## src/rtl/branch_hazard_ctrl.sv

```systemverilog
// branch_hazard_ctrl: ID-stage branch hazard detection, forwarding selects, load stalls,
// registered taken-branch redirect with one-cycle IF/ID flush, and saturating perf counters.
`default_nettype none

module branch_hazard_ctrl #(
    parameter int XLEN      = 32,
    parameter int REG_W     = 5,
    parameter int CNT_W     = 16,
    parameter int MAX_STALL = 3
) (
    input  logic             clk,
    input  logic             rst_n,
    input  logic             idValid,
    input  logic [6:0]       idOpcode,
    input  logic [REG_W-1:0] idRs1,
    input  logic [REG_W-1:0] idRs2,
    input  logic [REG_W-1:0] exRd,
    input  logic             exRegWrite,
    input  logic             exMemRead,
    input  logic [REG_W-1:0] memRd,
    input  logic             memRegWrite,
    input  logic             memMemRead,
    input  logic             branchFlag,
    input  logic [XLEN-1:0]  branchAddr,
    output logic [1:0]       select1,
    output logic [1:0]       select2,
    output logic             pcStall,
    output logic             ifIdStall,
    output logic             idExBubble,
    output logic             redirectValid,
    output logic [XLEN-1:0]  redirectPc,
    output logic             ifIdFlush,
    output logic [CNT_W-1:0] branchCnt,
    output logic [CNT_W-1:0] takenCnt,
    output logic [CNT_W-1:0] stallCycCnt,
    output logic             stallErr
);

    localparam logic [6:0] OP_BRANCH = 7'b1100011;
    localparam int         RUN_W     = (MAX_STALL < 1) ? 1 : $clog2(MAX_STALL + 1);

    typedef enum logic [1:0] {
        IDLE     = 2'd0,
        STALL    = 2'd1,
        REDIRECT = 2'd2
    } state_t;

    state_t           state;
    logic [RUN_W-1:0] stall_run;
    logic [RUN_W:0]   run_inc;
    logic             is_br;
    logic             ex_hit1, ex_hit2, mem_hit1, mem_hit2;
    logic             load_haz;
    logic             active;
    logic             stall_now;

    function automatic logic [1:0] fwd_sel(input logic ex_hit, input logic mem_hit,
                                           input logic ex_load, input logic mem_load);
        if (ex_hit && !ex_load)
            return 2'b01;
        else if (mem_hit && !mem_load)
            return 2'b10;
        else
            return 2'b00;
    endfunction

    function automatic logic [CNT_W-1:0] sat_inc(input logic [CNT_W-1:0] v);
        return (&v) ? v : v + 1'b1;
    endfunction

    always_comb begin
        is_br     = idValid && (idOpcode == OP_BRANCH);
        ex_hit1   = exRegWrite && (exRd == idRs1) && (idRs1 != '0);
        ex_hit2   = exRegWrite && (exRd == idRs2) && (idRs2 != '0);
        mem_hit1  = memRegWrite && (memRd == idRs1) && (idRs1 != '0);
        mem_hit2  = memRegWrite && (memRd == idRs2) && (idRs2 != '0);
        load_haz  = is_br && ((exMemRead && (ex_hit1 || ex_hit2)) ||
                              (memMemRead && (mem_hit1 || mem_hit2)));
        // The ID instruction during REDIRECT is wrong-path and must not influence anything.
        active    = (state != REDIRECT);
        stall_now = active && load_haz;
        run_inc   = {1'b0, stall_run} + 1'b1;
    end

    // Strobes are gated by rst_n so they drop the instant reset asserts.
    always_comb begin
        select1       = 2'b00;
        select2       = 2'b00;
        if (rst_n && active && is_br) begin
            select1 = fwd_sel(ex_hit1, mem_hit1, exMemRead, memMemRead);
            select2 = fwd_sel(ex_hit2, mem_hit2, exMemRead, memMemRead);
        end
        pcStall       = rst_n && stall_now;
        ifIdStall     = rst_n && stall_now;
        idExBubble    = rst_n && stall_now;
        redirectValid = rst_n && (state == REDIRECT);
        ifIdFlush     = rst_n && (state == REDIRECT);
    end

    always_ff @(posedge clk or negedge rst_n) begin
        if (!rst_n) begin
            state       <= IDLE;
            stall_run   <= '0;
            redirectPc  <= '0;
            branchCnt   <= '0;
            takenCnt    <= '0;
            stallCycCnt <= '0;
            stallErr    <= 1'b0;
        end else begin
            case (state)
                IDLE, STALL: begin
                    if (load_haz) begin
                        state       <= STALL;
                        stallCycCnt <= sat_inc(stallCycCnt);
                        if (run_inc <= (RUN_W + 1)'(MAX_STALL))
                            stall_run <= run_inc[RUN_W-1:0];
                        if (run_inc >= (RUN_W + 1)'(MAX_STALL))
                            stallErr <= 1'b1;
                    end else if (is_br) begin
                        branchCnt <= sat_inc(branchCnt);
                        stall_run <= '0;
                        if (branchFlag) begin
                            takenCnt   <= sat_inc(takenCnt);
                            redirectPc <= branchAddr;
                            state      <= REDIRECT;
                        end else begin
                            state <= IDLE;
                        end
                    end else begin
                        state     <= IDLE;
                        stall_run <= '0;
                    end
                end
                REDIRECT: begin
                    state     <= IDLE;
                    stall_run <= '0;
                end
                default: begin
                    state     <= IDLE;
                    stall_run <= '0;
                end
            endcase
        end
    end

endmodule

`default_nettype wire

```

## config.mk

```make
export PLATFORM = sky130hd
export DESIGN_NAME = branch_hazard_ctrl
export DESIGN_NICKNAME = d
export VERILOG_FILES = /design/src/rtl/branch_hazard_ctrl.sv
export SDC_FILE = /design/constraint.sdc
export NUM_CORES = 1
export LEC_CHECK = 0
export ABC_CLOCK_PERIOD_IN_PS = 5400
export CAP_MARGIN = 40
export CORE_ASPECT_RATIO = 1.25
export CORE_UTILIZATION = 30
export CTS_CLUSTER_SIZE = 30
export DETAILED_ROUTE_END_ITERATION = 12
export PLACE_DENSITY = 0.61
export SYNTH_ARGS = -nofsm -noshare
export SYNTH_HDL_FRONTEND = slang
export SYNTH_SLANG_ARGS = --single-unit
export TNS_END_PERCENT = 5
```

## constraint.sdc

```tcl
create_clock -name clk -period 5.4 [get_ports clk]
set_input_delay 1.08 -clock clk [delete_from_list [all_inputs] [get_ports clk]]
set_output_delay 1.08 -clock clk [all_outputs]
set_load 0.05 [all_outputs]
```

==> out/metrics.yaml <==
grt:
  grt_max_degree: 47
  grt_busiest_layer: "met2"
  antenna_found_initial: 0
  grt.met3_usage_pct: 5.47
  grt_overflow: 0
  grt_util_met2_pct: 25.6
  met1_usage_pct: 17.3
  grt_util_all_layers_pct: 15.2
  grt_pass1_vias: 3523
  grt_pass1_wl_um: 17000
clock_network:
  clock_latency_ns: 0.33
  cts_resized: 0
  postCtsHoldBufs: 0
  post_cts_buffers: 0
  clock-root-buffer: "clkbuf_16"
  clk_path_buf_depth: 2
  clk_pin_slew_ns: 0.06
  cts_tree: "done"
  h-tree-depth: 3
  numCtsBuffers: 9
  clkSinkCount: 85
worst_setup_path:
  arrival_ns: 3.86
  crit_required_ns: 4.32
  path_common_cell: "clkdlybuf4s50_1"
  critical_path_class: "in -> out"
  crit_fanout: 9
  cp-end-kind: "output pin"
  crit_family: "buffers and inverters"
  crit_path_top_delay_cell: "clkdlybuf4s50_1"
  slowest_delay_ns: 0.84
  path_cells: "clkdlybuf4s50_1 -> xnor2_1 -> nand4_1 -> nor4_1 -> o21ai_2 -> and2_1 -> nor2_1 -> clkdlybuf4s50_1"
  path_buf_inv: 2
  cp-start-kind: "input pin"
power_and_ir_drop:
  p_leak_nw: 2.69
  p_per_area_nw_per_um2: 246
  peakVddDrop_uv: 130
layout:
  syn_to_final_growth_pct: 50.0
  final_cell_count_no_fill: 684
  fillers: 1280
  fin_nets: 580
  drive_gt1_share_pct: 12.3
  diodes: 0
sta:
  fin_crit_sh_pct: 91.5
  fmax_ghz: 0.202
  layout_setup_ws_ns: 0.457
  clock_skew_ns: 0.00862
  hold_violations: 0
  rsz0062_at_grt: "no"
  hold_slack_ns: 0.486
  max-slew-margin-rel_pct: 40.4
  timing.setup.tns_ns: 0
  setup_violations: 0
  worstMarginPinSlew_ns: 0.894
  fin_crit_ns: 4.94
  slew_violations: 0
synth:
  synthTopCellsByArea: "dfrtp_1 52%, mux2_2 9.4%, xnor2_1 7.3%"
  ys_ff_latch: 85
  avgSynthCellArea_um2: 11.7
  async_flop_share_pct: 100
  syn_nets: 421
  yosysTopAreaCell: "dfrtp_1"
  seq_area_frac_synth_pct: 52.1
  syn-cell-area_um2: 4090
  synth_edf_count: 0
  synth_top_area_share_pct: 52.1
  ys.warnings.count: 0
  postSynthCellCount: 349
  yosysUniqueCellTypes: 38
  ys.flop_type: "dfrtp_1"
floorplan:
  die_w_um: 106
  io_pins: 157
  core_um2: 13300
  die_h_um: 132
  dieArea_um2: 14100
  rows: 47
  initial_core_util_pct: 30.7
placement:
  placedCellCount: 668
  gp_congestion: 0.732
  place_hpwl_um: 7770
  io_buffer_count: 156
  pre_cts_slack_ns: 0.462
detailed_routing:
  drc: 0
  drt-pass1-iter-count: 4
  wl_per_cell_um: 15.4
  viasPerCell: 4.74
  ant_nets: 0
  vias: 3240
  routed_wl_um: 10500
  drt-initial-drc-count: 127
min_path:
  hp-class: "reg -> reg"
run:
  max_cap_viol_count: 0
status:
  status: "completed"
==> worst register-to-register path, cell delays in order, from the launching register on <==
cell and delay, ns:
dfrtp_1 0.44, nand4_1 0.20, nor2_1 0.21, and4_1 0.32, nand4_1 0.25, nand4_1 0.49, mux2_2 0.40
==> state kept, by name (all words and copies together) (netlist names) <==
| signal | count |
|---|---|
| stallCycCnt | 16 |
| redirectPc | 32 |
| state | 2 |
| stall_run | 2 |
| branchCnt | 16 |
| stallErr | 1 |
| takenCnt | 16 |
==> worst paths after layout <==
path	depth (start not counted)	slack (ns)	endpoint	start
worst max-delay path	8	0.46	pcStall	idRs1[3]
worst min-delay path	1	0.49	stallErr	stallErr
worst max register to register	6	2.98	branchCnt[1]	branchCnt[4]
worst min register to register	1	0.49	stallErr	stallErr
max in group asynchronous	2	3.66	redirectPc[2]	rst_n
min in group asynchronous	1	0.72	branchCnt[10]	rst_n
==> Yosys cell counts, types with 5 or more instances <==
| master | number |
|---|---|
| nand2_1 | 20 |
| and3_1 | 5 |
| nor3_1 | 9 |
| and2_1 | 5 |
| buf_2 | 5 |
| nor2_1 | 19 |
| dfrtp_1 | 85 |
| a21oi_1 | 5 |
| nand2b_1 | 5 |
| and4_1 | 7 |
| nand4_1 | 22 |
| xor2_1 | 28 |
| nor4_1 | 6 |
| ha_1 | 5 |
| mux2_2 | 34 |
| xnor2_1 | 34 |
| inv_1 | 8 |
| nand3_1 | 15 |
==> where the power goes <==
| group | internal [mW] | switching (mW) |
|---|---|---|
| Sequential | 0.650 | 0.00891 |
| Clock | 0.407 | 0.262 |
| Combinational | 0.0853 | 0.0961 |
| Total | 1.14 | 0.367 |
==> layout by cell type (no fill, tap or decap), drive strengths merged, types with 2 or more instances in the layout <==
cell type and n:
nand2 20, nor4 8, a21oi 5, xor2 28, xnor2 34, nor3 12
dfrtp 85, inv 9, or4 2, nand4 22, mux2 37, o21ai 3
clkdlybuf4s50 155, ha 5, buf 4, nand2b 5, nand4b 3, clkinvlp 2
nand3 16, o21bai 2, clkbuf 9, and4 7, and2 5, clkinv 2
and3 5, nor2 19, bufinv 2
==> per-layer routing <==
metal	routed length [um]	vias up
li1	-	1549
met1	4350	1551
met2	5070	125
met3	871	15
met4	231	0
met5	0	-
==> kinds of logic after synthesis <==
group / count (synthesis) / synth area share (%)
flops: 85 / 52.1
xor+xnor: 62 / 13.3
fa+ha+maj: 5 / 1.53
buf+inv: 19 / 2.54
simple gates: 127 / 17.9
compound gates: 14 / 2.42
mux: 37 / 10.3
==> final cells by class <==
class | count | area, um2 | area share [%]
clock buffers | 9 | 225 | 3.67
clock inverters | 7 | 97.6 | 1.59
inverters | 8 | 30.0 | 0.490
multi-input cells | 245 | 1860 | 30.3
flip-flops and latches | 85 | 2130 | 34.7
well taps | 171 | 214 | 3.49
repair buffers | 159 | 1580 | 25.8
==> per-stage QoR <==
stage,power (mW),util (%),cell area (um2)
after global routing,1.57,46.1,6130
after detailed placement,0.855,43.7,5810
final,1.51,46.1,6130
after floorplan,0.750,-,4090
after CTS,1.54,46.1,6130
after global placement,0.851,43.7,5810
Power figures use the tool's default switching activity.
==> RTL change (same flow settings) <==
`CNT_W`: 16 -> 18.
--- a/src/rtl/branch_hazard_ctrl.sv
+++ b/src/rtl/branch_hazard_ctrl.sv
@@ -7,3 +7,3 @@
     parameter int REG_W     = 5,
-    parameter int CNT_W     = 16,
+    parameter int CNT_W     = 18,
     parameter int MAX_STALL = 3
Interface: changed (resized branchCnt, stallCycCnt and takenCnt); port bits go from 157 to 163. No check against the original RTL was run, so the function may have changed too.
==> RTL change against the original RTL <==
Wire length up 6.9%; setup slack better by 0.052 ns; highest routed layer unchanged; register-to-register slack worse by 0.14 ns; utilization down 0.85 points; sequential cell count up 6; critical path type unchanged; global-route usage up 0.24 points; total power up 4.4%; clock power up 2%; worst hold slack worse by 0.0030 ns; area after synthesis up 9.0%; the run now ends with design-rule violations left; first-iteration DRC count up 6.3%; design area up 6.9%.
==> RTL change: results (changes against the original RTL) <==
metric;value;unit;change
status;complete, but fails checks;;was finished, final reports clean
violations;design-rule violations;;
power.leakage;3.00;nW;was 2.69 nW
drive_above_1_share;10.9;%;was 12.3%
drc;20;;was 0
synth_area_leaders;dfrtp_1 51%, mux2_4 9.8%, xor2_1 8.5%;;was dfrtp_1 52%, mux2_2 9.4%, xnor2_1 7.3%
grt_use_met1;18.1;%;was 17.3%
slowest_delay;0.86;ns;was 0.84 ns
crit_start;idRs1[4];;was idRs1[3]
rr_endpoint;branchCnt[10]$_DFFE_PN0P_;;was branchCnt[1]$_DFFE_PN0P_
finClkSkew;0.00578;ns;was 0.00862 ns
switching_power;0.000380;W;was 0.000367 W
clock_power_share;43.4;%;was 44.3%
synthMuxAreaShare;11.5;%;was 10.3%
critPathCapture;idExBubble;;was pcStall
fin_nets;619;;was 580
r2r-start;state[1]$_DFF_PN0_;;was branchCnt[4]$_DFFE_PN0P_
vias_per_cell;4.75;;was 4.74
synth_seq_area_share;51.1;%;was 52.1%
grt_pass1_vias;3617;;was 3,523
avgSynthCellArea;11.6;um^2;was 11.7 um^2
grtUsageMet3;3.38;%;was 5.47%
dr.pass1.iters;8;;was 4
clkLatencyLatePin;0.35;ns;was 0.33 ns
groute.usage.overall;15.5;%;was 15.2%
synthXorXnorAreaFrac;14.0;%;was 13.3%
placed_area;6230;um^2;was 5810 um^2
critical_path_arrival;3.81;ns;was 3.86 ns
comb-power;0.000187;W;was 0.000181 W
port_buffers;162;;was 156
dp_cells;714;;was 668
ys_types;35;;was 38
synth_common_cells;91 x dfrtp_1, 43 x xor2_1, 31 x nor2_1;;was 85 x dfrtp_1, 34 x mux2_2, 34 x xnor2_1
yosysTopAreaCellShare;51.1;%;was 52.1%
gp_congestion;0.781;;was 0.732
grt_pass1_wl;18.6;mm;was 17.0 mm
drt_iter0_drc;135;;was 127
vias;3470;;was 3,240
grt_util_met2;26.9;%;was 25.6%
rr_worst_depth;4;;was 6
post_drt_wl_per_cell;15.4;um;about the same
cp_max_fo;6;;was 9
[RTL change: changes by cell type in the layout (fill, tap and decap cells not counted), sizes merged, moves of 2 or more]
cell           unedited run  this run
nor4                      8        11
nor3                     12        18
clkinv                    2         0
inv                       9        15
nand4                    22        18
xor2                     28        43
dfrtp                    85        91
and4                      7         2
nand3                    16        20
xnor2                    34        28
clkdlybuf4s50           155       161
nand2                    20        23
nor4b                     0         2
nor2                     19        31
[RTL change: critical path: cells and delay by family]
family,cells,cell delay (ns)
AO/OA/AOI/OAI,1,0.19
buffers and inverters,2,1.40
AND/OR/NAND/NOR,5,1.14
[RTL change: metal layers]
metal | share of wire, % | vias up | routed length (um)
li1 | - | 1649 | -
met1 | 42 | 1722 | 4720
met2 | 51 | 83 | 5780
met3 | 4.3 | 16 | 487
met4 | 2.3 | 0 | 257
met5 | 0 | - | 0
[RTL change: final cells by class]
type                    instances  area (um^2)  area share [%]
clock inverters                 7          100            1.53
clock buffers                   9          225            3.44
inverters                      13         48.8           0.745
well taps                     178          223            3.40
multi-input cells             268         2040            31.2
repair buffers                164         1630            24.9
flip-flops and latches         91         2280            34.8
[RTL change: through the flow]
step	power [W]	setup WS, ns
2_1_floorplan	0.000801	1.15
3_3_place_gp	0.000903	0.607
3_5_place_dp	0.000906	0.510
4_1_cts	0.00160	0.506
5_1_grt	0.00163	0.326
6_report	0.00158	0.509
[RTL change: kinds of logic (layout without fill, tap and decap cells)]
group	Yosys count	count (layout)
XOR/XNOR	71	71
flip-flops	91	91
AND/OR/NAND/NOR	148	148
adder cells (fa/ha/maj)	5	5
buffers and inverters	25	193
AO/OA/AOI/OAI	8	8
multiplexers	36	36
